==> config.mk <==
export PLATFORM = sky130hd
export DESIGN_NAME = status_flag_unit
export DESIGN_NICKNAME = d
export VERILOG_FILES = /design/src/rtl/status_flag_unit.sv
export SDC_FILE = /design/constraint.sdc
export NUM_CORES = 1
export LEC_CHECK = 0
export ABC_CLOCK_PERIOD_IN_PS = 20900
export CAP_MARGIN = 15
export CORE_ASPECT_RATIO = 1.4
export CORE_MARGIN = 2
export CORE_UTILIZATION = 55
export DETAILED_ROUTE_END_ITERATION = 12
export HOLD_SLACK_MARGIN = 0.03
export PLACE_DENSITY = 0.86
export SETUP_SLACK_MARGIN = 0.3
export SLEW_MARGIN = 20
export SYNTH_ARGS = -nofsm -noshare
export SYNTH_HDL_FRONTEND = slang
export SYNTH_SLANG_ARGS = --single-unit
==> constraint.sdc <==
create_clock -name clk -period 20.9 [get_ports clk]
set_input_delay 4.18 -clock clk [delete_from_list [all_inputs] [get_ports clk]]
set_output_delay 4.18 -clock clk [all_outputs]
set_load 0.005 [all_outputs]
==> src/rtl/status_flag_unit.sv <==
// status_flag_unit: execute-stage ALU and NZCV status register.
// Computes the ALU result and the candidate flags, then holds the
// architectural status word plus a single shadow copy. The shadow copy
// is saved on exception entry and restored on exception return.
module status_flag_unit #(
  parameter int WIDTH = 32
) (
  input  logic             clk,
  input  logic             rst_n,
  input  logic             ex_valid,
  input  logic [3:0]       exe_cmd,
  input  logic             s_bit,
  input  logic             cond_pass,
  input  logic             freeze,
  input  logic             flush,
  input  logic [WIDTH-1:0] op_a,
  input  logic [WIDTH-1:0] op_b,
  input  logic             save_sr,
  input  logic             restore_sr,
  output logic [WIDTH-1:0] alu_result,
  output logic [3:0]       sr,
  output logic [3:0]       sr_fwd,
  output logic [3:0]       shadow_sr
);

  localparam logic [3:0] CMD_MOV = 4'b0001;
  localparam logic [3:0] CMD_MVN = 4'b1001;
  localparam logic [3:0] CMD_ADD = 4'b0010;
  localparam logic [3:0] CMD_ADC = 4'b0011;
  localparam logic [3:0] CMD_SUB = 4'b0100;
  localparam logic [3:0] CMD_SBC = 4'b0101;
  localparam logic [3:0] CMD_AND = 4'b0110;
  localparam logic [3:0] CMD_ORR = 4'b0111;
  localparam logic [3:0] CMD_EOR = 4'b1000;

  logic [3:0]       sr_q, sr_d;
  logic [3:0]       shadow_q, shadow_d;

  logic [WIDTH-1:0] result;
  logic [WIDTH-1:0] addend;
  logic [WIDTH:0]   sum;
  logic             carry_in;
  logic             is_arith;
  logic             is_sub;
  logic             is_logic;
  logic [3:0]       flags_calc;
  logic [3:0]       sr_upd;
  logic             update;

  // Decode the command, run the single shared adder and the logic unit.
  // Subtraction is a + ~b + carry_in, so bit WIDTH is directly NOT borrow.
  always_comb begin
    is_arith = 1'b0;
    is_sub   = 1'b0;
    is_logic = 1'b0;
    carry_in = 1'b0;
    result   = '0;
    unique case (exe_cmd)
      CMD_ADD: begin is_arith = 1'b1; carry_in = 1'b0;     end
      CMD_ADC: begin is_arith = 1'b1; carry_in = sr_q[1];  end
      CMD_SUB: begin is_arith = 1'b1; is_sub = 1'b1; carry_in = 1'b1;    end
      CMD_SBC: begin is_arith = 1'b1; is_sub = 1'b1; carry_in = sr_q[1]; end
      CMD_AND: begin is_logic = 1'b1; result = op_a & op_b; end
      CMD_ORR: begin is_logic = 1'b1; result = op_a | op_b; end
      CMD_EOR: begin is_logic = 1'b1; result = op_a ^ op_b; end
      CMD_MOV: begin is_logic = 1'b1; result = op_b;        end
      CMD_MVN: begin is_logic = 1'b1; result = ~op_b;       end
      default: begin end
    endcase
    addend = is_sub ? ~op_b : op_b;
    sum    = {1'b0, op_a} + {1'b0, addend} + {{WIDTH{1'b0}}, carry_in};
    if (is_arith) begin
      result = sum[WIDTH-1:0];
    end
  end

  // Candidate flags: arithmetic sets all four, logic/move only N and Z,
  // undefined commands leave the status word untouched.
  always_comb begin
    flags_calc = sr_q;
    if (is_arith) begin
      flags_calc[3] = result[WIDTH-1];
      flags_calc[2] = (result == '0);
      flags_calc[1] = sum[WIDTH];
      // addend already carries ~b for subtraction, so one overflow rule covers both
      flags_calc[0] = (op_a[WIDTH-1] == addend[WIDTH-1]) &&
                      (result[WIDTH-1] != op_a[WIDTH-1]);
    end else if (is_logic) begin
      flags_calc[3] = result[WIDTH-1];
      flags_calc[2] = (result == '0);
    end
  end

  // Next-state selection: freeze > restore > update > hold; the shadow
  // captures the update path so a save in the same cycle sees the new flags.
  always_comb begin
    update   = ex_valid & s_bit & cond_pass & ~flush & ~freeze;
    sr_upd   = update ? flags_calc : sr_q;
    sr_d     = sr_q;
    shadow_d = shadow_q;
    if (!freeze) begin
      sr_d     = restore_sr ? shadow_q : sr_upd;
      shadow_d = save_sr ? sr_upd : shadow_q;
    end
  end

  // Status and shadow registers with asynchronous clear.
  always_ff @(posedge clk or negedge rst_n) begin
    if (!rst_n) begin
      sr_q     <= 4'b0000;
      shadow_q <= 4'b0000;
    end else begin
      sr_q     <= sr_d;
      shadow_q <= shadow_d;
    end
  end

  assign alu_result = result;
  assign sr         = sr_q;
  assign sr_fwd     = sr_d;
  assign shadow_sr  = shadow_q;

endmodule

# [Yosys cells after proc, flatten, opt, wreduce, memory -nomap -nowiden]
# Index checks and enable logic that the tools add are counted.
[word_totals] reg_bits=8 input_bits=77 output_inout_bits=44 elab_cells=45
[classes] add_sub_neg=2 n_eq_ne=11 muxes=13 n_bitwise=10 reduce_logical=7
[ops] cell="32-bit case mux with 5 select lines" count=1
[ops] cell="32-bit two-way mux" count=2
[ops] cell="32-bit by 32-bit adder with 33-bit output" count=1
[ops] cell="33-bit by 1-bit adder with 33-bit output" count=1
[ops] cell="32-bit AND" count=1
[ops] cell="32-bit logical NOT" count=1
[ops] cell="32-bit inverter" count=1
[ops] cell="32-bit bitwise OR" count=1
[ops] cell="32-bit bitwise XOR" count=1
[ops] cell="4-bit by 3-bit equality test with 1-bit output (second input constant)" count=4
[ops] cell="4-bit two-way mux" count=3
[ops] cell="4-bit by 2-bit equality test with 1-bit output (second input constant)" count=2
[ops] cell="4-bit equality test (second input constant)" count=2
[ops] cell="2-bit two-way mux" count=3
[ops] cell="5-bit OR reduction" count=1
[ops] cell="1-bit AND" count=4
[ops] cell="4-bit by 1-bit equality test with 1-bit output (second input constant)" count=1
[ops] cell="2-bit OR reduction" count=2
[ops] cell="4-bit OR reduction" count=1
[ops] cell="1-bit two-way mux" count=3
[ops] cell="1-bit inverter" count=2
[ops] cell="1-bit case mux with 2 select lines" count=1
[ops] cell="2-bit AND reduction" count=1
[ops] cell="1-bit equality test" count=1
[ops] cell="2 further kinds" count=2

# [Depth between registers and ports, before layout]
# Gate-level depths: netlist (run 1).
[depth] word_depth=13 mapped_depth=20 depth_no_buf=15

# [Worst setup path after synthesis (run 1)]
# OpenSTA, ideal clock, no wires.
[synth_path] kind="input-to-output" from="input port exe_cmd[3]" to="output port sr_fwd[2]" arrival_time_ps=8448 required_time_ps=16720 setup_slack_ps=8272 cell_stages=20 n_path_buf=7 cell_sequence="buf_4 buf_4 buf_6 buf_2 nor3b_1 clkbuf_1 buf_1 xnor2_1 ha_1 buf_4 a21oi_1 o21a_1 a21bo_1 or3_1 a31o_1 or4_1 nor4_2 and4b_1 nand4_1 o31ai_2"
[synth_between] elab_chain_cells=13 word_cells_on_any_way=28 cone_classes="add/sub (2); eq/ne (9); mux (12); reduce/logical (5)"
[synth_rtl] item="start, declared" line="11" source="input logic [3:0] exe_cmd,"
[synth_rtl] item="4-bit by 3-bit equality test with 1-bit output" line="58" source="unique case (exe_cmd)"
[synth_rtl] item="2-bit OR reduction (no line)"
[synth_rtl] item="1-bit two-way mux" line="58"
[synth_rtl] item="32-bit two-way mux" line="70" source="addend = is_sub ? ~op_b : op_b;"
[synth_rtl] item="32-bit by 32-bit adder with 33-bit output" line="71" source="sum = {1'b0, op_a} + {1'b0, addend} + {{WIDTH{1'b0}}, carry_in};"
[synth_rtl] item="33-bit by 1-bit adder with 33-bit output" line="71"
[synth_rtl] item="32-bit two-way mux (*)" line="72" source="if (is_arith) begin"
[synth_rtl] item="net alu_result[14]" line="20" source="output logic [WIDTH-1:0] alu_result,"
[synth_rtl] item="32-bit logical NOT (*)" line="83, 90"
[synth_rtl] item="2-bit two-way mux" line="88" source="end else if (is_logic) begin"
[synth_rtl] item="2-bit two-way mux (*)" line="81" source="if (is_arith) begin"
[synth_rtl] item="4-bit two-way mux (*)" line="98" source="sr_upd = update ? flags_calc : sr_q;"
[synth_rtl] item="4-bit two-way mux (*)" line="102" source="sr_d = restore_sr ? shadow_q : sr_upd;"
[synth_rtl] item="4-bit two-way mux (*)" line="101" source="if (!freeze) begin"
[synth_rtl] item="end, declared" line="22" source="output logic [3:0] sr_fwd,"
# Mark *: on every way through the listed nets, which the timed path passes. The rest lies on a longest branch.

# [Worst setup path after layout (run 1)]
[layout_path] from="input port exe_cmd[2]" to="output port sr_fwd[2]"
[layout_between] elab_chain_cells=13 word_cells_on_any_way=28 cone_classes="add/sub (2); eq/ne (9); mux (12); reduce/logical (5)"
[layout_rtl] item="4-bit by 3-bit equality test with 1-bit output" line="58"
[layout_rtl] item="2-bit OR reduction (no line)"
[layout_rtl] item="1-bit two-way mux" line="58"
[layout_rtl] item="32-bit two-way mux" line="70"
[layout_rtl] item="32-bit by 32-bit adder with 33-bit output" line="71"
[layout_rtl] item="33-bit by 1-bit adder with 33-bit output" line="71"
[layout_rtl] item="32-bit two-way mux" line="72"
[layout_rtl] item="32-bit logical NOT" line="83, 90"
[layout_rtl] item="2-bit two-way mux" line="88"
[layout_rtl] item="2-bit two-way mux (*)" line="81"
[layout_rtl] item="4-bit two-way mux (*)" line="98"
[layout_rtl] item="4-bit two-way mux (*)" line="102"
[layout_rtl] item="4-bit two-way mux (*)" line="101"
# Every way passes the cells marked *; elsewhere a longest branch is shown, timed or not.

==> results of run 1 <==
[tightest hold or removal path, delay by kind of cell (launching register included)]
family,cells,cell delay (ns)
flops,1,0.35
compound gates,1,0.06
simple gates,1,0.05
[where the power goes]
part           internal [mW]  total (mW)  switching (mW)
Clock                 0.0247      0.0327         0.00804
Sequential            0.0188      0.0222         0.00341
Combinational         0.0960       0.207           0.111
Total                  0.140       0.262           0.123
[stage by stage]
step | util | hold slack [ns]
floorplan | - | 0.483
global placement | 0.696 | 0.482
detailed placement | 0.696 | 0.494
CTS | 0.704 | 0.499
global route | 0.704 | 0.523
finish | 0.704 | 0.500
[metal layers]
| metal | vias to the layer above | global-route usage | wire (µm) |
|---|---|---|---|
| met5 | - | 0 | 0 |
| met3 | 62 | 0.0332 | 863 |
| met1 | 2894 | 0.336 | 6620 |
| li1 | 2904 | - | - |
| met2 | 241 | 0.661 | 9890 |
| met4 | 0 | 0.142 | 779 |
[synth_stat cells (all sizes together), types with 3 or more instances]
master | instances | share of area
and4 | 3 | 0.0048
o21bai | 4 | 0.0055
mux2i | 14 | 0.026
xor2 | 32 | 0.052
o21ai | 38 | 0.036
a211o | 4 | 0.0064
ha | 95 | 0.22
nor4 | 5 | 0.0069
a21boi | 5 | 0.0069
nand4 | 10 | 0.012
nand2b | 3 | 0.0035
a211oi | 7 | 0.0097
o31ai | 11 | 0.016
and3b | 3 | 0.0048
a31oi | 6 | 0.0069
a21o | 11 | 0.015
and2 | 4 | 0.0046
nor2 | 54 | 0.038
or2 | 3 | 0.0035
or4 | 5 | 0.0069
a22oi | 27 | 0.037
or3 | 10 | 0.012
xnor2 | 45 | 0.073
o21a | 12 | 0.017
dfrtp | 8 | 0.037
inv | 85 | 0.059
clkbuf | 18 | 0.013
a22o | 3 | 0.0048
o2111ai | 3 | 0.0060
a21oi | 68 | 0.065
nand2 | 44 | 0.030
buf | 29 | 0.031
nor3 | 13 | 0.013
o221ai | 3 | 0.0048
o211ai | 9 | 0.012
a221oi | 3 | 0.0048
nor2b | 7 | 0.0085
nand3 | 18 | 0.017
o22ai | 12 | 0.014
[state kept, by name, indices dropped and copies added, names as in the netlist]
name / cells
shadow_sr: 4
sr: 4
[worst max-delay path by stage]
stage,end,slack [ns],cells past startpoint
detailed placement,sr_fwd[2],7.04,18
global placement,sr_fwd[2],7.18,18
global route,sr_fwd[2],6.65,18
floorplan,sr_fwd[2],8.27,20
finish,sr_fwd[2],6.95,18
CTS,sr_fwd[2],6.98,18
[cells by family after synthesis]
group                    count (synthesis)  synth area share
adder cells (fa/ha/maj)                 97             0.226
AO/OA/AOI/OAI                          243             0.302
buffers and inverters                  132             0.103
XOR/XNOR                                77             0.124
AND/OR/NAND/NOR                        191             0.178
flip-flops                               8            0.0369
multiplexers                            16            0.0299
[layout make-up]
class	count	area (µm²)
multi-input cells	624	4680
fillers	801	2810
repair buffers	129	1260
inverters	85	319
flip-flops and latches	8	200
well taps	132	165
clock buffers	3	75.1
==> qor.csv, run 1 <==
stage;metric;value;unit
status;status;completed;
finish;Final #Nets;1025;
yosys;number of synthesized flops with an enable pin;0;
finish;most frequent cells in the layout;118 x clkdlybuf4s50_1, 95 x ha_1, 85 x inv_1;
yosys;Post-Synthesis Cell Area;5430;µm²
yosys;Seq/Total Area, Yosys;0.0369;
setup_path;CP max-delay cell;clkdlybuf4s50_1;
setup_path;Reg2Reg Launch Point;sr[1]$_DFF_PN0_;
route;DRT Wirelength;18.2;mm
clocking;Sink Count;8;
floorplan;core area;9510;µm²
global_route;maximum number of pins on one net before global-route repair;56;
yosys;ys async rst share;1.00;
clocking;Root Driver;clkbuf_16;
clocking;H-Tree Depth;1;
route;iteration-0 DRC count of the detailed router;253;
setup_path;Crit Path Category;input port to primary output;
timing;Final setup viols;0;
timing;crit share post-route;0.667;
placed_design;Post-DP HPWL;14.1;mm
setup_path;Critical Path, Cell by Cell;clkdlybuf4s50_1, nor3b_2, buf_4, mux2_2, nand2_1, fa_1, fa_1, nor2b_2, o2111ai_2, a21oi_1, nand4b_1, nand3_1, or4_1, a211o_1, nor4_1, nand4_1, o31ai_2, clkdlybuf4s50_1;
timing;worst-margin pin slew;1.03;ns
placed_design;DP Cell Count;978;
floorplan;Initial Utilization;0.571;
route;Initial DRT Pass Iterations;5;
power;maximum VDD drop;0.0208;mV
worst_hold_path;type of the tightest min-delay check;register to register;
global_route;first-pass GRT wire length;28.8;mm
clocking;CTS Hold Buffers Added;0;
clocking;CTS resizes;0;
yosys;Post-Syn Nets;938;
clocking;Worst-Skew Late Latency;0.24;ns
timing;Final Hold Fails;0;
clocking;total CTS buffers;3;
timing;f_max;71.7;MHz
setup_path;Critical Path Start;exe_cmd[2];
route;Final ANT Viol Nets;0;
setup_path;CP endpoint kind;primary output;
global_route;GRT Total Usage;0.332;
placed_design;port buffer count;120;
global_route;antenna violations before repair;0;
worst_hold_path;Worst Hold Depth;2;
setup_path;WP buf/inv;3;
global_route;vias in the first global route;6210;
yosys;synthesized area per cell;7.11;µm²
finish;most common cell after layout, fill and taps aside;clkdlybuf4s50_1;
clocking;Clk pin slew, worst setup/hold paths;0.04;ns
timing;RSZ-0062 raised after global routing;no;
route;vias per cell;6.22;
global_route;Overflow after GRT;0;
yosys;Synth Register Bits;8;
finish;final std cells w/o fill;981;
timing;Max-Slew Margin vs Limit;0.311;
finish;Layout area overhead;23.3;%
placed_design;routability congestion estimate;0.954;
floorplan;Die W;88.0;µm
route;Via Count;6101;
timing;Post-Route Setup TNS;0;ns
setup_path;Critical Path RT;16.72;ns
power;power density cells;39.2;nW/µm²
setup_path;Reg2Reg Depth;14;
timing;Final Skew;0.000596;ns
setup_path;CP peak stage delay;0.66;ns
yosys;YS warnings;0;
flow_run;Max-cap violations;0;
clocking;setup bufs post-CTS;0;
power;Pleak;2.97;nW
finish;ant diodes;0;
timing;minimum clock period;13.95;ns
floorplan;Die ar.;10700;µm²
yosys;ys flop type;dfrtp_1;
setup_path;Arr. time, crit path;9.77;ns
worst_hold_path;hold_sp;shadow_sr[1]$_DFFE_PN0P_;
placed_design;Post-Place Worst Slack;7.04;ns
worst_hold_path;hold path endpoint;shadow_sr[1]$_DFFE_PN0P_;
power;Final Power;0.262;mW
placed_design;Post-DP Area;6620;µm²
floorplan;Ports;121;
setup_path;r2r setup slk;16.74;ns
clocking;CTS tree;done;
finish;share of cells above drive strength 1;0.0389;
clocking;Clock Path Buffers;2;
setup_path;Crit path max-delay family;buffers and inverters;
route;DRC errors left;0;
timing;final count of pins violating max slew;0;
yosys;Post-Synthesis Cells;764;
yosys;post-synth cell types;76;
setup_path;crit path max fanout;33;
setup_path;FF-to-FF End;sr[2]$_DFF_PN0_;
route;routed length per instance;18.5;µm
finish;Finished Cell Area;6700;µm²
floorplan;# rows;42;
setup_path;crit start category;input port;
floorplan;Vert. Die Dim;122;µm
timing;setup ws final;6.95;ns
Note: power is estimated with default switching activity, not from simulation.
==> run 2, diff against run 1 <==
- ABC_CLOCK_PERIOD_IN_PS: 20900 -> 11800
- CORE_UTILIZATION: 55 -> 48
- PLACE_DENSITY: 0.86 -> 0.8
- clock period: 20.9 -> 11.8 ns (I/O delays scaled with it)
==> qor.csv, run 2 (synthesis gave the netlist of run 1 again) <==
stage;metric;value;unit;change
clocking;CTS Hold Buffers Added;0;;unchanged
clocking;Root Driver;clkbuf_16;;unchanged
floorplan;Initial Utilization;0.486;;was 0.571
timing;f_max;97.6;MHz;
finish;Finished Cell Area;6700;µm²;unchanged
finish;Layout area overhead;23.3;%;unchanged
floorplan;# rows;46;;was 42
clocking;CTS tree;done;;unchanged
global_route;vias in the first global route;5565;;was 6,210
clocking;Sink Count;8;;unchanged
global_route;Overflow after GRT;0;;unchanged
floorplan;Die W;93.9;µm;was 88.0 µm
finish;ant diodes;0;;unchanged
clocking;setup bufs post-CTS;0;;unchanged
timing;RSZ-0062 raised after global routing;no;;unchanged
placed_design;routability congestion estimate;1.00;;was 0.954
finish;most frequent cells in the layout;118 x clkdlybuf4s50_1, 95 x ha_1, 85 x inv_1;;unchanged
route;DRT Wirelength;16.3;mm;was 18.2 mm
placed_design;Post-DP Area;6620;µm²;unchanged
setup_path;crit path max fanout;33;;unchanged
flow_run;Max-cap violations;0;;unchanged
worst_hold_path;hold_sp;shadow_sr[3]$_DFFE_PN0P_;;was shadow_sr[1]$_DFFE_PN0P_
setup_path;Arr. time, crit path;7.89;ns;was 9.77 ns
setup_path;CP endpoint kind;primary output;;unchanged
power;maximum VDD drop;0.0399;mV;was 0.0208 mV
global_route;antenna violations before repair;0;;unchanged
timing;worst-margin pin slew;1.04;ns;was 1.03 ns
finish;most common cell after layout, fill and taps aside;clkdlybuf4s50_1;;unchanged
setup_path;Crit Path Category;input port to primary output;;unchanged
route;routed length per instance;16.4;µm;was 18.5 µm
setup_path;Reg2Reg Launch Point;sr[1]$_DFF_PN0_;;unchanged
setup_path;crit start category;input port;;unchanged
timing;final count of pins violating max slew;0;;unchanged
route;Initial DRT Pass Iterations;6;;was 5
floorplan;Die ar.;12200;µm²;was 10,700 µm²
status;status;completed;;unchanged
clocking;total CTS buffers;3;;unchanged
floorplan;core area;11200;µm²;was 9510 µm²
setup_path;Critical Path RT;9.44;ns;was 16.72 ns
floorplan;Ports;121;;unchanged
route;vias per cell;5.96;;was 6.22
placed_design;Post-DP HPWL;12.7;mm;was 14.1 mm
finish;Final #Nets;1023;;was 1,025
finish;share of cells above drive strength 1;0.0366;;was 0.0389
route;DRC errors left;0;;unchanged
clocking;CTS resizes;0;;unchanged
power;power density cells;68.0;nW/µm²;was 39.2 nW/µm²
clocking;Clock Path Buffers;2;;unchanged
clocking;Clk pin slew, worst setup/hold paths;0.04;ns;about the same
global_route;maximum number of pins on one net before global-route repair;49;;was 56
timing;Post-Route Setup TNS;0;ns;unchanged
route;Final ANT Viol Nets;0;;unchanged
timing;Final Hold Fails;0;;unchanged
global_route;first-pass GRT wire length;25.7;mm;was 28.8 mm
route;Via Count;5908;;was 6,101
worst_hold_path;type of the tightest min-delay check;register to register;;unchanged
timing;minimum clock period;10.25;ns;
timing;worst hold slack;0.513;ns;was 0.500 ns
placed_design;port buffer count;120;;unchanged
clocking;Worst-Skew Late Latency;0.24;ns;about the same
route;iteration-0 DRC count of the detailed router;268;;was 253
timing;Final Skew;0.00273;ns;was 0.000596 ns
timing;crit share post-route;0.869;;
power;Pleak;2.96;nW;was 2.97 nW
timing;Final setup viols;0;;unchanged
clocking;H-Tree Depth;1;;unchanged
setup_path;Critical Path Start;exe_cmd[2];;unchanged
global_route;GRT Total Usage;0.256;;was 0.332
timing;Max-Slew Margin vs Limit;0.304;;was 0.311
floorplan;Vert. Die Dim;130;µm;was 122 µm
-- run 2: cell types whose count changed in the layout (fill, tap and decap cells not counted) --
cell   delta
buf_4     -2
-- run 2: layer usage --
metal	global-route usage	wire length (µm)	vias to the layer above	part of all wire
met2	0.496	8350	209	0.51
met4	0.110	668	0	0.041
met5	0	0	-	0
met1	0.276	6280	2748	0.39
met3	0.0283	958	49	0.059
li1	-	-	2902	-
-- run 2: worst max-delay path: stages --
cell and delay [ns]:
clkdlybuf4s50_1 0.68, nor3b_2 0.22, buf_4 0.50, mux2_2 0.25
nand2_1 0.07, fa_1 0.42, fa_1 0.43, nor2b_2 0.16
o2111ai_2 0.18, a21oi_1 0.39, nand4b_1 0.17, nand3_1 0.10
or4_1 0.55, a211o_1 0.26, nor4_1 0.18, nand4_1 0.18
o31ai_2 0.23, clkdlybuf4s50_1 0.54
-- run 2: path summary, 6_finish.rpt --
path                                             to  slack [ns]  cells after the start
setup / recovery                          sr_fwd[2]        1.55                     18
max in group asynchronous  shadow_sr[3]$_DFFE_PN0P_        9.11                      1
hold reg to reg            shadow_sr[3]$_DFFE_PN0P_        0.51                      2
hold / removal             shadow_sr[3]$_DFFE_PN0P_        0.51                      2
setup reg to reg                    sr[2]$_DFF_PN0_        7.71                     14
min in group asynchronous  shadow_sr[0]$_DFFE_PN0P_        2.42                      1
-- run 2: per-stage QoR --
step | instances | total power [mW] | utilization | worst slack, ns
floorplan | 764 | 0.257 | - | 2.81
global placement | 988 | 0.389 | 0.593 | 1.73
detailed placement | 988 | 0.393 | 0.593 | 1.60
CTS | 991 | 0.453 | 0.600 | 1.58
global route | 991 | 0.491 | 0.600 | 1.22
finish | 991 | 0.455 | 0.600 | 1.55
-- run 2: report_power, final --
part | total [mW] | switching, mW | internal [mW]
logic | 0.358 | 0.189 | 0.169
registers | 0.0391 | 0.00584 | 0.0333
clock network | 0.0583 | 0.0145 | 0.0438
-- run 2: area by class of cell --
| cell class | instances | area (µm²) |
|---|---|---|
| clock buffer | 3 | 75.1 |
| timing repair buffer | 127 | 1240 |
| inverter | 85 | 319 |
| tap | 144 | 180 |
| fill | 1089 | 4470 |
| multi-input combinational | 624 | 4680 |
| sequential | 8 | 200 |
==> run 3, diff against run 2 <==
- ABC_AREA: unset -> 1
- CORE_UTILIZATION: 48 -> 49
==> qor.csv, run 3 <==
stage;metric;value;unit;change
timing;Max-Slew Margin vs Limit;0.304;;about the same
power;Pleak;3.91;nW;was 2.96 nW
clocking;H-Tree Depth;1;;unchanged
yosys;area leader, netlist;nand2_1;;was ha_1
yosys;Synth Area in Compound Gates;0.132;;was 0.302
power;Sw Pwr;0.217;mW;was 0.209 mW
global_route;GRT Total Usage;0.296;;was 0.256
timing;setup ws final;2.22;ns;was 1.55 ns
clocking;CTS tree;done;;unchanged
yosys;Synth Register Bits;8;;unchanged
yosys;Synth top area share;0.246;;was 0.219
clocking;Clock Path Buffers;2;;unchanged
yosys;ys flop type;dfrtp_1;;unchanged
floorplan;Vert. Die Dim;131;µm;was 130 µm
timing;Final setup viols;0;;unchanged
clocking;Worst-Skew Late Latency;0.23;ns;was 0.24 ns
power;Internal;0.221;mW;was 0.246 mW
finish;ant diodes;0;;unchanged
route;vias per cell;5.24;;was 5.96
setup_path;crit path max fanout;33;;unchanged
finish;most frequent cells in the layout;371 x nand2_1, 191 x inv_1, 120 x clkdlybuf4s50_1;;was 118 x clkdlybuf4s50_1, 95 x ha_1, 85 x inv_1
setup_path;Reg2Reg Depth;22;;was 14
worst_hold_path;hold path endpoint;shadow_sr[3]$_DFFE_PN0P_;;unchanged
route;DRT Wirelength;18.6;mm;was 16.3 mm
placed_design;Post-Place Worst Slack;2.27;ns;was 1.60 ns
setup_path;FF-to-FF End;sr[2]$_DFF_PN0_;;unchanged
floorplan;Initial Utilization;0.502;;was 0.486
placed_design;routability congestion estimate;1.04;;was 1.00
yosys;Seq/Total Area, Yosys;0.0353;;was 0.0369
clocking;Sink Count;8;;unchanged
floorplan;Ports;121;;unchanged
floorplan;# rows;46;;unchanged
setup_path;Crit Path Category;input port to primary output;;unchanged
finish;most common cell after layout, fill and taps aside;nand2_1;;was clkdlybuf4s50_1
yosys;Synth top cells by count;371 x nand2_1, 191 x inv_1, 95 x ha_1;;was 95 x ha_1, 85 x inv_1, 64 x a21oi_1
clocking;Root Driver;clkbuf_16;;unchanged
global_route;Overflow after GRT;0;;unchanged
floorplan;Die ar.;12500;µm²;was 12,200 µm²
timing;f_max;104;MHz;was 97.6 MHz
route;Via Count;6810;;was 5,908
flow_run;Max-cap violations;0;;unchanged
clocking;Clk pin slew, worst setup/hold paths;0.04;ns;about the same
power;Sw Share;0.496;;was 0.459
yosys;YS warnings;0;;unchanged
timing;Final Skew;0.00140;ns;was 0.00273 ns
yosys;number of synthesized flops with an enable pin;0;;unchanged
finish;Final #Nets;1332;;was 1,023
clocking;CTS Hold Buffers Added;0;;unchanged
yosys;largest family of logic cells by synthesized area;simple AND/OR/NAND/NOR gates;;was compound AO/OA/AOI/OAI gates
yosys;synthesized area per cell;5.39;µm²;was 7.11 µm²
placed_design;DP Cell Count;1297;;was 988
yosys;post-synth cell types;36;;was 76
timing;RSZ-0062 raised after global routing;no;;unchanged
setup_path;crit start category;input port;;unchanged
power;Reg power frac;0.082;;was 0.086
finish;Layout area overhead;23.6;%;was 23.3%
power;maximum VDD drop;0.0457;mV;was 0.0399 mV
yosys;Post-Synthesis Cell Area;5670;µm²;was 5430 µm²
placed_design;port buffer count;120;;unchanged
timing;crit share post-route;0.812;;was 0.869
timing;Final Hold Fails;0;;unchanged
route;Initial DRT Pass Iterations;6;;unchanged
route;iteration-0 DRC count of the detailed router;429;;was 268
setup_path;r2r setup slk;8.73;ns;was 7.71 ns
yosys;ys async rst share;1.00;;unchanged
placed_design;Post-DP HPWL;15.3;mm;was 12.7 mm
yosys;Synth Area in XOR/XNOR;0.0495;;was 0.124
route;Final ANT Viol Nets;0;;unchanged
power;Comb pwr share;0.785;;was 0.786
yosys;multiplexer share of the synthesized area;0;;was 0.0299
power;power density cells;62.5;nW/µm²;was 68.0 nW/µm²
timing;worst-margin pin slew;1.04;ns;about the same
global_route;vias in the first global route;6433;;was 5,565
power;Clock Power Share;0.133;;was 0.128
route;routed length per instance;14.3;µm;was 16.4 µm
setup_path;Arr. time, crit path;7.22;ns;was 7.89 ns
clocking;CTS resizes;0;;unchanged
floorplan;core area;11300;µm²;was 11,200 µm²
yosys;ranking of synthesized cells by area;nand2_1 25%, ha_1 21%, inv_1 13%, nand3_1 6.5%, nor2_1 5.6%;;was ha_1 22%, xnor2_1 7.3%, a21oi_1 5.9%, inv_1 5.9%, xor2_1 5.2%
finish;final std cells w/o fill;1300;;was 991
global_route;maximum number of pins on one net before global-route repair;35;;was 49
yosys;Post-Syn Nets;1225;;was 938
route;DRC errors left;0;;unchanged
global_route;first-pass GRT wire length;29.9;mm;was 25.7 mm
global_route;antenna violations before repair;0;;unchanged
timing;Post-Route Setup TNS;0;ns;unchanged
yosys;Post-Synthesis Cells;1051;;was 764
power;Final Power;0.438;mW;was 0.455 mW
setup_path;Critical Path RT;9.44;ns;about the same
worst_hold_path;type of the tightest min-delay check;register to register;;unchanged
yosys;most numerous cell in the Yosys netlist;nand2_1;;was ha_1
worst_hold_path;Worst Hold Depth;2;;unchanged
setup_path;Reg2Reg Launch Point;sr[1]$_DFF_PN0_;;unchanged
worst_hold_path;hold_sp;shadow_sr[3]$_DFFE_PN0P_;;unchanged
timing;final count of pins violating max slew;0;;unchanged
clocking;total CTS buffers;3;;unchanged
clocking;setup bufs post-CTS;0;;unchanged
setup_path;CP endpoint kind;primary output;;unchanged
yosys;simple-gate share of the synthesized area;0.410;;was 0.178
floorplan;Die W;94.9;µm;was 93.9 µm
timing;minimum clock period;9.58;ns;was 10.25 ns
yosys;adder-cell share of the synthesized area;0.217;;was 0.226
finish;share of cells above drive strength 1;0.0208;;was 0.0366
status;status;completed;;unchanged
[run 3: cell count changes after synthesis, moves of 28 or more]
cell / before / now
xnor2_1: 45 / 0
a21oi_1: 64 / 36
nand3_1: 18 / 74
nand2_1: 44 / 371
nor2_1: 53 / 84
inv_1: 85 / 191
[run 3: critical path: stages]
cell and delay (ns):
clkdlybuf4s50_1 0.56, inv_2 0.08, nor2_4 0.15, nand2_2 0.61, xor2_1 0.37, fa_1 0.49
fa_1 0.38, inv_1 0.09, nand2_1 0.07, nand2_1 0.09, nand3_1 0.09, nand2_1 0.14
nand2_1 0.09, nand2_1 0.11, nand2_1 0.08, nand2_1 0.06, nand2_1 0.05, nand3_1 0.06
nand2_1 0.07, nor2_1 0.11, nand2_1 0.05, nor2_1 0.15, nand3_1 0.14, nand3_1 0.10
nand2_1 0.06, nand2_1 0.09, clkdlybuf4s50_1 0.51
[run 3: through the flow]
step	util	area, µm²	hold slack [ns]
detailed placement	0.614	6930	0.504
finish	0.621	7000	0.509
CTS	0.621	7000	0.512
floorplan	-	5670	0.492
global route	0.621	7000	0.565
global placement	0.614	6930	0.496
[run 3: power groups by stage]
stage	combinational (mW)	clock (mW)	sequential (mW)
floorplan	0.200	0	0.0361
global placement	0.336	0	0.0361
detailed placement	0.339	0	0.0363
global route	0.385	0.0613	0.0364
CTS	0.342	0.0593	0.0358
finish	0.344	0.0583	0.0358
[run 3: worst max-delay path by stage]
stage | from | endpoint | slack (ns) | cells past startpoint
finish | exe_cmd[2] | sr_fwd[2] | 2.22 | 27
global placement | exe_cmd[2] | sr_fwd[2] | 2.33 | 27
CTS | exe_cmd[2] | sr_fwd[2] | 2.23 | 27
global route | exe_cmd[2] | sr_fwd[2] | 1.78 | 27
floorplan | exe_cmd[2] | sr_fwd[2] | 4.11 | 28
detailed placement | exe_cmd[2] | sr_fwd[2] | 2.27 | 27
[run 3: cell type report]
cell class	instances	area, µm²
Multi-Input combinational cell	825	4580
Fill cell	1178	4280
Timing Repair Buffer	124	1230
Inverter	196	736
Sequential cell	8	200
Tap cell	144	180
Clock buffer	3	75.1
[run 3: cells by family after synthesis]
logic type               count (synthesis)
AO/OA/AOI/OAI                          129
adder cells (fa/ha/maj)                 97
flip-flops                               8
AND/OR/NAND/NOR                        567
XOR/XNOR                                32
buffers and inverters                  218
[run 3: layer usage]
metal	share of wire	vias to the layer above	global-route usage
li1	-	3518	-
met1	0.39	3006	0.321
met2	0.51	228	0.556
met3	0.047	58	0.0258
met4	0.052	0	0.145
met5	0	-	0
